### config.mk
export PLATFORM = sky130hd
export DESIGN_NAME = brick_mem_ctrl_flat
export DESIGN_NICKNAME = d
export VERILOG_FILES = /design/src/rtl/brick_mem_ctrl_pkg.sv /design/src/rtl/brick_mem_ctrl_if.sv /design/src/rtl/brick_mem_ctrl_ram.sv /design/src/rtl/brick_mem_ctrl.sv /design/src/flat_wrapper.sv
export SDC_FILE = /design/constraint.sdc
export NUM_CORES = 1
export LEC_CHECK = 0
export ABC_AREA = 1
export CORE_ASPECT_RATIO = 0.9
export CORE_MARGIN = 8
export CORE_UTILIZATION = 55
export CTS_CLUSTER_DIAMETER = 40
export CTS_CLUSTER_SIZE = 14
export DETAILED_ROUTE_END_ITERATION = 10
export PLACE_DENSITY = 0.84
export SYNTH_ARGS = -nofsm -noshare
export SYNTH_HDL_FRONTEND = slang
export SYNTH_SLANG_ARGS = --single-unit
### constraint.sdc
create_clock -name clk -period 4.9 [get_ports clk]
set_clock_uncertainty 0.15 [all_clocks]
set_input_delay 0.98 -clock clk [delete_from_list [all_inputs] [get_ports clk]]
set_output_delay 0.98 -clock clk [all_outputs]
set_load 0.02 [all_outputs]
### src/rtl/brick_mem_ctrl_pkg.sv
// Shared game constants and controller state encoding for the brick wall.
package brick_mem_ctrl_pkg;

   localparam int BRICKS_H   = 16;
   localparam int BRICKS_V   = 8;
   localparam int NUM_BRICKS = BRICKS_H * BRICKS_V;
   localparam int IDX_W      = $clog2(NUM_BRICKS);

   typedef enum logic [1:0] {
      ST_FILL,
      ST_IDLE,
      ST_HIT_RD,
      ST_HIT_WR
   } state_t;

endpackage

### src/rtl/brick_mem_ctrl_if.sv
// Video-scan read port and collision hit port of the brick memory controller.
interface brick_mem_ctrl_if #(
   parameter int IDX_W = 7
);

   logic             rd_req;
   logic [IDX_W-1:0] rd_index;
   logic             rd_data;
   logic             hit_req;
   logic [IDX_W-1:0] hit_index;
   logic             hit_ack;
   logic             hit_scored;
   logic             clear_req;
   logic             busy;
   logic [IDX_W:0]   bricks_left;
   logic             level_done;

   modport master (
      output rd_req, rd_index, hit_req, hit_index, clear_req,
      input  rd_data, hit_ack, hit_scored, busy, bricks_left, level_done
   );

   modport slave (
      input  rd_req, rd_index, hit_req, hit_index, clear_req,
      output rd_data, hit_ack, hit_scored, busy, bricks_left, level_done
   );

endinterface

### src/rtl/brick_mem_ctrl_ram.sv
// 1-bit wide single-port brick RAM, read-before-write, registered read data.
module brick_ram #(
   parameter int DEPTH = 128,
   parameter int AW    = 7
) (
   input  logic          clk,
   input  logic          we,
   input  logic [AW-1:0] addr,
   input  logic          wdata,
   output logic          rdata
);

   logic r_mem [DEPTH];

   // One access per edge: optional write plus registered read of the same entry.
   // NOTE: the array has no reset; a reset would stop block-RAM inference, and the FILL sweep initialises it.
   always_ff @(posedge clk) begin
      if (we) begin
         r_mem[addr] <= wdata;
      end
      rdata <= r_mem[addr];
   end

endmodule

### src/rtl/brick_mem_ctrl.sv
// Brick presence memory controller: fill sweep, scan reads, collision removals.
module brick_mem_ctrl
   import brick_mem_ctrl_pkg::*;
#(
   parameter int NUM_BRICKS = brick_mem_ctrl_pkg::NUM_BRICKS,
   parameter int IDX_W      = brick_mem_ctrl_pkg::IDX_W
) (
   input  logic              clk,
   input  logic              reset,
   brick_mem_ctrl_if.slave   bus
);

   state_t           r_state, w_state_nxt;
   logic [IDX_W-1:0] r_fill_idx;
   logic [IDX_W-1:0] r_hit_idx;
   logic [IDX_W:0]   r_bricks_left;
   logic             r_hit_ack, r_hit_scored, r_level_done;
   logic             r_rd_valid, r_rd_hold;
   logic             r_hit_rd_valid, r_hit_bit;

   logic             w_we, w_wdata, w_ram_rdata;
   logic [IDX_W-1:0] w_addr;
   logic             w_rd_fire, w_hit_accept, w_hit_read, w_score;
   logic             w_rd_data, w_hit_bit;

   brick_ram #(
      .DEPTH (NUM_BRICKS),
      .AW    (IDX_W)
   ) u_ram (
      .clk   (clk),
      .we    (w_we),
      .addr  (w_addr),
      .wdata (w_wdata),
      .rdata (w_ram_rdata)
   );

   // RAM output is live only the cycle after a read; otherwise the last value is held.
   assign w_rd_data = r_rd_valid ? w_ram_rdata : r_rd_hold;
   // The hit read lands in the first HIT_WR cycle; later (stalled) cycles use the captured copy.
   assign w_hit_bit = r_hit_rd_valid ? w_ram_rdata : r_hit_bit;

   // State register.
   // NOTE: sequential state uses non-blocking assignments so every flop samples pre-edge values.
   always_ff @(posedge clk or posedge reset) begin
      if (reset) begin
         r_state <= ST_FILL;
      end else begin
         r_state <= w_state_nxt;
      end
   end

   // Next-state decode and RAM port arbitration; scan reads always win the port.
   // NOTE: every output gets a default first so no path can infer a latch.
   always_comb begin
      w_state_nxt  = r_state;
      w_we         = 1'b0;
      w_wdata      = 1'b0;
      w_addr       = bus.rd_index;
      w_rd_fire    = 1'b0;
      w_hit_accept = 1'b0;
      w_hit_read   = 1'b0;
      w_score      = 1'b0;
      if (bus.clear_req) begin
         w_state_nxt = ST_FILL;
      end else begin
         unique case (r_state)
            ST_FILL: begin
               w_we    = 1'b1;
               w_wdata = 1'b1;
               w_addr  = r_fill_idx;
               if (r_fill_idx == IDX_W'(NUM_BRICKS - 1)) w_state_nxt = ST_IDLE;
            end
            ST_IDLE: begin
               w_rd_fire = bus.rd_req;
               if (bus.hit_req) begin
                  w_hit_accept = 1'b1;
                  w_state_nxt  = ST_HIT_RD;
               end
            end
            ST_HIT_RD: begin
               if (bus.rd_req) begin
                  w_rd_fire = 1'b1;
               end else begin
                  w_addr      = r_hit_idx;
                  w_hit_read  = 1'b1;
                  w_state_nxt = ST_HIT_WR;
               end
            end
            ST_HIT_WR: begin
               if (bus.rd_req) begin
                  w_rd_fire = 1'b1;
               end else begin
                  w_addr      = r_hit_idx;
                  w_we        = w_hit_bit;
                  w_score     = w_hit_bit;
                  w_state_nxt = ST_IDLE;
               end
            end
            default: w_state_nxt = ST_FILL;
         endcase
      end
   end

   // Datapath: fill counter, hit latch, brick count, read-data hold and output pulses.
   always_ff @(posedge clk or posedge reset) begin
      if (reset) begin
         r_fill_idx     <= '0;
         r_hit_idx      <= '0;
         r_bricks_left  <= '0;
         r_hit_ack      <= 1'b0;
         r_hit_scored   <= 1'b0;
         r_level_done   <= 1'b0;
         r_rd_valid     <= 1'b0;
         r_rd_hold      <= 1'b0;
         r_hit_rd_valid <= 1'b0;
         r_hit_bit      <= 1'b0;
      end else if (bus.clear_req) begin
         r_fill_idx     <= '0;
         r_bricks_left  <= '0;
         r_hit_ack      <= 1'b0;
         r_hit_scored   <= 1'b0;
         r_level_done   <= 1'b0;
         r_rd_valid     <= 1'b0;
         r_rd_hold      <= 1'b0;
         r_hit_rd_valid <= 1'b0;
      end else begin
         r_hit_ack      <= w_hit_accept;
         r_hit_scored   <= w_score;
         r_level_done   <= w_score && (r_bricks_left == (IDX_W+1)'(1));
         r_hit_rd_valid <= w_hit_read;
         r_hit_bit      <= w_hit_bit;
         if (r_state == ST_FILL) begin
            r_fill_idx <= r_fill_idx + 1'b1;
            r_rd_valid <= 1'b0;
            r_rd_hold  <= 1'b0;
            if (r_fill_idx == IDX_W'(NUM_BRICKS - 1)) r_bricks_left <= (IDX_W+1)'(NUM_BRICKS);
         end else begin
            r_rd_valid <= w_rd_fire;
            r_rd_hold  <= w_rd_data;
            if (w_score) r_bricks_left <= r_bricks_left - 1'b1;
         end
         if (w_hit_accept) r_hit_idx <= bus.hit_index;
      end
   end

   assign bus.rd_data     = w_rd_data;
   assign bus.hit_ack     = r_hit_ack;
   assign bus.hit_scored  = r_hit_scored;
   assign bus.level_done  = r_level_done;
   assign bus.bricks_left = r_bricks_left;
   assign bus.busy        = (r_state != ST_IDLE);

endmodule

### src/flat_wrapper.sv
// flat-port wrapper written by rule: the top's interface ports become plain ports
module brick_mem_ctrl_flat import brick_mem_ctrl_pkg::*;
#(
   parameter int NUM_BRICKS = brick_mem_ctrl_pkg::NUM_BRICKS,
   parameter int IDX_W      = brick_mem_ctrl_pkg::IDX_W
)
  (clk, reset, bus_rd_req, bus_rd_index, bus_hit_req, bus_hit_index, bus_clear_req, bus_rd_data, bus_hit_ack, bus_hit_scored, bus_busy, bus_bricks_left, bus_level_done);
  brick_mem_ctrl_if #(.IDX_W(IDX_W)) bus_i ();
  input  logic clk;
  input  logic reset;
  input wire logic [$bits(bus_i.rd_req)-1:0] bus_rd_req;
  input wire logic [$bits(bus_i.rd_index)-1:0] bus_rd_index;
  input wire logic [$bits(bus_i.hit_req)-1:0] bus_hit_req;
  input wire logic [$bits(bus_i.hit_index)-1:0] bus_hit_index;
  input wire logic [$bits(bus_i.clear_req)-1:0] bus_clear_req;
  output wire logic [$bits(bus_i.rd_data)-1:0] bus_rd_data;
  output wire logic [$bits(bus_i.hit_ack)-1:0] bus_hit_ack;
  output wire logic [$bits(bus_i.hit_scored)-1:0] bus_hit_scored;
  output wire logic [$bits(bus_i.busy)-1:0] bus_busy;
  output wire logic [$bits(bus_i.bricks_left)-1:0] bus_bricks_left;
  output wire logic [$bits(bus_i.level_done)-1:0] bus_level_done;
  assign bus_i.rd_req = bus_rd_req;
  assign bus_i.rd_index = bus_rd_index;
  assign bus_i.hit_req = bus_hit_req;
  assign bus_i.hit_index = bus_hit_index;
  assign bus_i.clear_req = bus_clear_req;
  assign bus_rd_data = bus_i.rd_data;
  assign bus_hit_ack = bus_i.hit_ack;
  assign bus_hit_scored = bus_i.hit_scored;
  assign bus_busy = bus_i.busy;
  assign bus_bricks_left = bus_i.bricks_left;
  assign bus_level_done = bus_i.level_done;
  brick_mem_ctrl #(.NUM_BRICKS(NUM_BRICKS), .IDX_W(IDX_W)) u_core (.clk(clk), .reset(reset), .bus(bus_i));
endmodule
# Yosys cells after proc, flatten, opt, wreduce, memory -nomap -nowiden

Memories as Yosys holds them, arrays and structs flattened. A register that Yosys moved wholly into a read port is not among the register bits.
Cells that the tools add are included.

Memories: 1
Logic and storage cells: 74
Register bits: 31
Memory bits (writable): 128
Bits of input ports: 19

Muxes and demuxes: 41
Reductions and logical operators: 8
Add/sub/neg operators: 2
Bitwise gates (word level): 1
Equal/unequal tests: 10

Memories:

| memory             | depth | bits a word | read ports | clocked after Yosys merged registers in | write ports | line                     | RTL |
|---|---|---|---|---|---|---|---|
| u_core.u_ram.r_mem | 128   | 1           | 1          | 1                                       | 1           | brick_mem_ctrl_ram.sv:13 | `logic r_mem [DEPTH];` |

Operators by type and width:

| cell                                                               | number |
|---|---|
| 8-bit 2-to-1 mux                                                   | 4 |
| 7-bit 2-to-1 mux                                                   | 4 |
| 1-bit 2-to-1 mux                                                   | 24 |
| 7-bit one-hot mux with 2 select lines                              | 1 |
| 3-bit != test, second input constant                               | 4 |
| 2-bit 2-to-1 mux                                                   | 5 |
| 8-bit by 1-bit == test with 1-bit output, second input constant    | 1 |
| 2-bit one-hot mux with 4 select lines                              | 1 |
| 8-bit by 1-bit subtractor with 8-bit output, second input constant | 1 |
| 7-bit by 1-bit adder with 7-bit output, second input constant      | 1 |
| 7-bit == test, second input constant                               | 1 |
| 2-bit == test, second input constant                               | 2 |
| 1-bit one-hot mux with 2 select lines                              | 2 |
| 2-bit AND reduction                                                | 2 |
| 4-bit AND reduction                                                | 1 |
| 3-bit nonzero test                                                 | 1 |
| 2-bit by 1-bit == test with 1-bit output, second input constant    | 1 |
| 2-bit logical NOT                                                  | 1 |
| 2-bit by 1-bit != test with 1-bit output, second input constant    | 1 |
| 2-bit nonzero test                                                 | 1 |
| 2-bit OR reduction                                                 | 1 |
| 1-bit logical AND                                                  | 1 |
| 1-bit inverter                                                     | 1 |

# Logic depth before layout (Yosys ltp)

Depth after elaboration: 7
Gate-level depth with buffers: 22
Gate-level depth less buffers: 20

# Hierarchy

A second synthesis with hierarchy kept.

Cells, all modules: 976
Area total of the unflattened synthesis: 8086.5 µm²

By module, submodules not included:

| module         | cells an instance | area an instance (µm²) | instances |
|---|---|---|---|
| brick_ram      | 735               | 6294.8                 | 1 |
| brick_mem_ctrl | 241               | 1791.7                 | 1 |

# Worst setup path before layout

Ideal clock, no wire load.

Path type: input port to flip-flop
Start: input port bus_clear_req
End: memory u_core.u_ram.r_mem[69], enable pin
Cell stages on the path: 8
Arrival: 5262 ps
Path buffers: 3
Library setup time: 301 ps
Slack: -812 ps
Cell sequence: buf_6 > nor2_1 > inv_1 > a21oi_1 > buf_2 > nand2_1 > buf_2 > nor2_1

Longest elaborated chain between the ends: 3
Elaborated cells on any way between the ends: 4
Classes of those cells: 4 x mux

RTL lines:

| element                                | line                     | RTL |
|---|---|---|
| start: declaration                     | flat_wrapper.sv:15       | `input wire logic [$bits(bus_i.clear_req)-1:0] bus_clear_req;` |
| 1-bit 2-to-1 mux                       | brick_mem_ctrl.sv:63     | `if (bus.clear_req) begin` |
| 1-bit 2-to-1 mux                       | brick_mem_ctrl_ram.sv:18 | `if (we) begin` |
| 1-bit 2-to-1 mux (not written as such) | brick_mem_ctrl_ram.sv:19 | `r_mem[addr] <= wdata;` |
| end: declaration                       | brick_mem_ctrl_ram.sv:13 |  |

Parallel ways exist; a longest one is shown, timed or not.

# Worst setup path after layout

Start: input port bus_clear_req
End: memory u_core.u_ram.r_mem[105], enable pin

The elaborated chain is that of the path after synthesis.

==> results.md <==
- Run status: finished clean
- Tcrit/Tclk final: about four fifths
- Peak supply drop: roughly 0.35 mV
- Total die area: 0.0187 mm^2
- Seq cells post-synth: 160
- Sequential group share of total power: 36.2%
- Initial drt markers: 838
- DRC viols: 0
- Die Y: 131 um
- Post-CTS setup buffer count: 0
- DP Area: around 0.0084 mm^2
- NetSw: 0.00190 W
- CP endpoint kind: register
- Min-delay worst type: reg2reg
- Placed cell count: 1137
- Logic gate share of total power: 37.6%
- Multiplexer share of the synthesized area: 0%
- FMAX: around 0.26 GHz
- Row cnt: between 40 and 50
- Detailed placer's ending HPWL: 10900 um
- Most frequent cells in the layout: 386 x nand2_1, 156 x nor2_1, 128 x edfxtp_1
- Clock power share: 26.3%
- Crit path launch: bus_clear_req
- Final WL: 18700 um
- Setup violators final: 0
- Share of cells above drive strength 1: 6.28%
- Vias in the first global route: 6130
- Synthesized cell area: between 0.008 and 0.009 mm^2
- Non-filler cells, final: roughly 1.2k
- Slew @ Worst Pin: between 1000 and 1500 ps
- Arrival time worst endpoint: between 3000 and 4000 ps
- Crit-path max cell delay: between 600 and 700 ps
- Setup tns final: 0 ps
- Compound-cell area share of the yosys netlist: under 10%
- Slew Viols, Final: 0
- Critical Path Start Type: input port
- CP required: around 4900 ps
- Final Critical Period: roughly 3900 ps
- Clock sinks: 160
- CORE AREA: 0.0145 mm^2
- Clock buffer depth: 2
- PD cells: approximately 530 mW/mm^2
- Post-cts repair resize count: 0
- Largest net degree at the start of global routing: 130
- Sw Ratio: roughly two fifths
- Avg WL per Cell: between 15 and 20 um
- Critical path peak fanout: 20
- Worst setup path endpoint: u_core.u_ram.r_mem[105]
- Synth Area in Adders: between 1 and 1.5%
- Reg-to-reg slack, setup: about 1600 ps
- Post-Synthesis Cells: 940
- Distinct cells, synth: 38
- Post-Layout Inst Area: 0.00899 mm^2
- N_diodes: 0
- Initial antenna violation count: 0
- IO Port Bufs: 31
- First-pass detailed-route iteration total: 5
- Total CTS buffers: 17
- Nets: 985
- H-tree depth: 4
- R2r worst-path depth: 11
- Clock Latency Late Sink: ~430 ps
- Yosys warns: 0
- ANT nets after route: 0
- Max Cap Viol: 0
- LEAKAGE: between 3 and 4 nW
- CTS Root Cell: clkbuf_16
- Overflow after GRT: 0
- Horiz. Die Dim: ~140 um
- Final hold violations: 0
- Hold_buf cts: 0
- Largest family of logic cells by synthesized area: simple AND/OR/NAND/NOR gates
- Via Count: about 6.4k
- Register area share after synthesis: 57.9%
- GP Congestion: about 0.86
- Simple logic cell fraction of the synthesized area: 32.2%
- Area grow syn2layout: 12.2%
- Clock-pin slew of the registers on the worst-case setup and hold paths: 60 ps
- RSZ-0062 raised after global routing: false
- Via/cell ratio: between 5 and 6
- Crit path max-delay cell type: clkdlybuf4s50_1
- RR Startpoint: u_core.r_state[0]
- Pint: between 0.002 and 0.003 W
- R2R Path End: u_core.u_ram.r_mem[65]
- Post-Syn Nets: slightly below 1k
- Global Route Usage Sum: around a fifth
- Post-synthesis xor/xnor area fraction: 0.328%
- Global-route wire length before repair: approximately 30000 um
- TritonCTS clock tree: done
- Critical path class: in2reg
- Initial Utilization: 55.4%
- Commonest non-fill, non-tap cell in the layout: nand2_1
- Avg Cell Area, Syn: approximately 8.5 um^2
- CP cell instances: clkdlybuf4s50_1, nor2_4, o211ai_1, o21ai_2, inv_1, nor3_2, nand2_1, nor2_1
- Num ports: 32
- Slew headroom: approximately a quarter
## stage by stage
stage	power, W	worst slack [ps]	hold WS (ps)	utilization (%)
finish	0.00481	1050	344	62.2
floorplan	0.00306	433	294	-
CTS	0.00478	1100	353	62.2
global route	0.00508	874	371	62.2
global placement	0.00349	781	308	58.3
detailed placement	0.00352	684	333	58.3
## registers in the layout, summed over array words and instances (netlist names)
register,count
u_core.u_ram.r_mem,128
u_core.bus.bricks_left,8
u_core.r_fill_idx,7
u_core.r_hit_idx,7
u_core.r_state,2
u_core.bus.hit_ack,1
u_core.bus.hit_scored,1
u_core.bus.level_done,1
u_core.r_hit_bit,1
u_core.r_hit_rd_valid,1
u_core.r_rd_hold,1
u_core.r_rd_valid,1
u_core.u_ram.rdata,1
## synth_stat cells (all sizes together)
cell type  number  share of area [%]
a21oi           9               0.56
a22o            1               0.11
a22oi           2               0.19
a31oi           1              0.078
a32oi           2               0.22
buf            32                2.4
clkbuf          9               0.42
clkinv          1              0.047
dfrtp          31                9.7
dfxtp           1               0.25
edfxtp        128                 48
ha              8                1.2
inv            55                2.6
nand2         389                 18
nand3          62                4.1
nand3b          1              0.094
nand4           1              0.078
nor2          160                7.7
nor3           20                1.7
o211ai          1              0.094
o21a            2               0.19
o21ai          18                1.3
o31ai           1              0.094
or2             2               0.16
xor2            3               0.33
## power by group through the flow
stage	combinational, W	clock, W	sequential (W)
2_1_floorplan	0.00128	0	0.00178
3_3_place_gp	0.00173	0	0.00176
3_5_place_dp	0.00176	0	0.00176
4_1_cts	0.00178	0.00126	0.00174
5_1_grt	0.00201	0.00132	0.00175
6_report	0.00181	0.00126	0.00174
## cell type report
cell class | count | area [um^2]
flip-flops and latches | 160 | 4640
multi-input cells | 683 | 2940
clock inverters | 6 | 45.0
inverters | 56 | 213
fillers | 1160 | 5460
well taps | 198 | 248
clock buffers | 26 | 522
repair buffers | 40 | 378
## how the worst min path moves through the flow
stage,start,cells after the start,end
global placement,u_core.r_hit_bit,2,u_core.r_hit_bit
detailed placement,u_core.r_hit_bit,2,u_core.r_hit_bit
finish,u_core.r_hit_bit,2,u_core.r_hit_bit
floorplan,u_core.r_hit_idx[2],2,u_core.r_hit_idx[2]
CTS,u_core.r_hit_bit,2,u_core.r_hit_bit
global route,u_core.r_hit_bit,2,u_core.r_hit_bit
## kinds of logic (layout without fill, tap and decap cells)
kind of cell	Yosys count	in the layout
AND/OR/NAND/NOR	635	635
flip-flops	160	160
buffers and inverters	97	128
AO/OA/AOI/OAI	37	37
adder cells (fa/ha/maj)	8	8
XOR/XNOR	3	3
## worst max-delay path, delay by kind of cell
kind                   cells  cell delay (ps)
and+or+nand+nor            4             1500
buffers and inverters      2             1050
AOI/OAI and AO/OA          2              270
## layer usage
layer,share of wire [%],global-route usage (%),wire length (um),up-vias
met2,49,34.9,9130,349
li1,-,-,-,3056
met5,0,0,0,-
met1,39,25.9,7390,2966
met4,2.3,10.3,423,0
met3,9.5,4.10,1770,47
No activity file was read; power rests on OpenSTA's default activity.
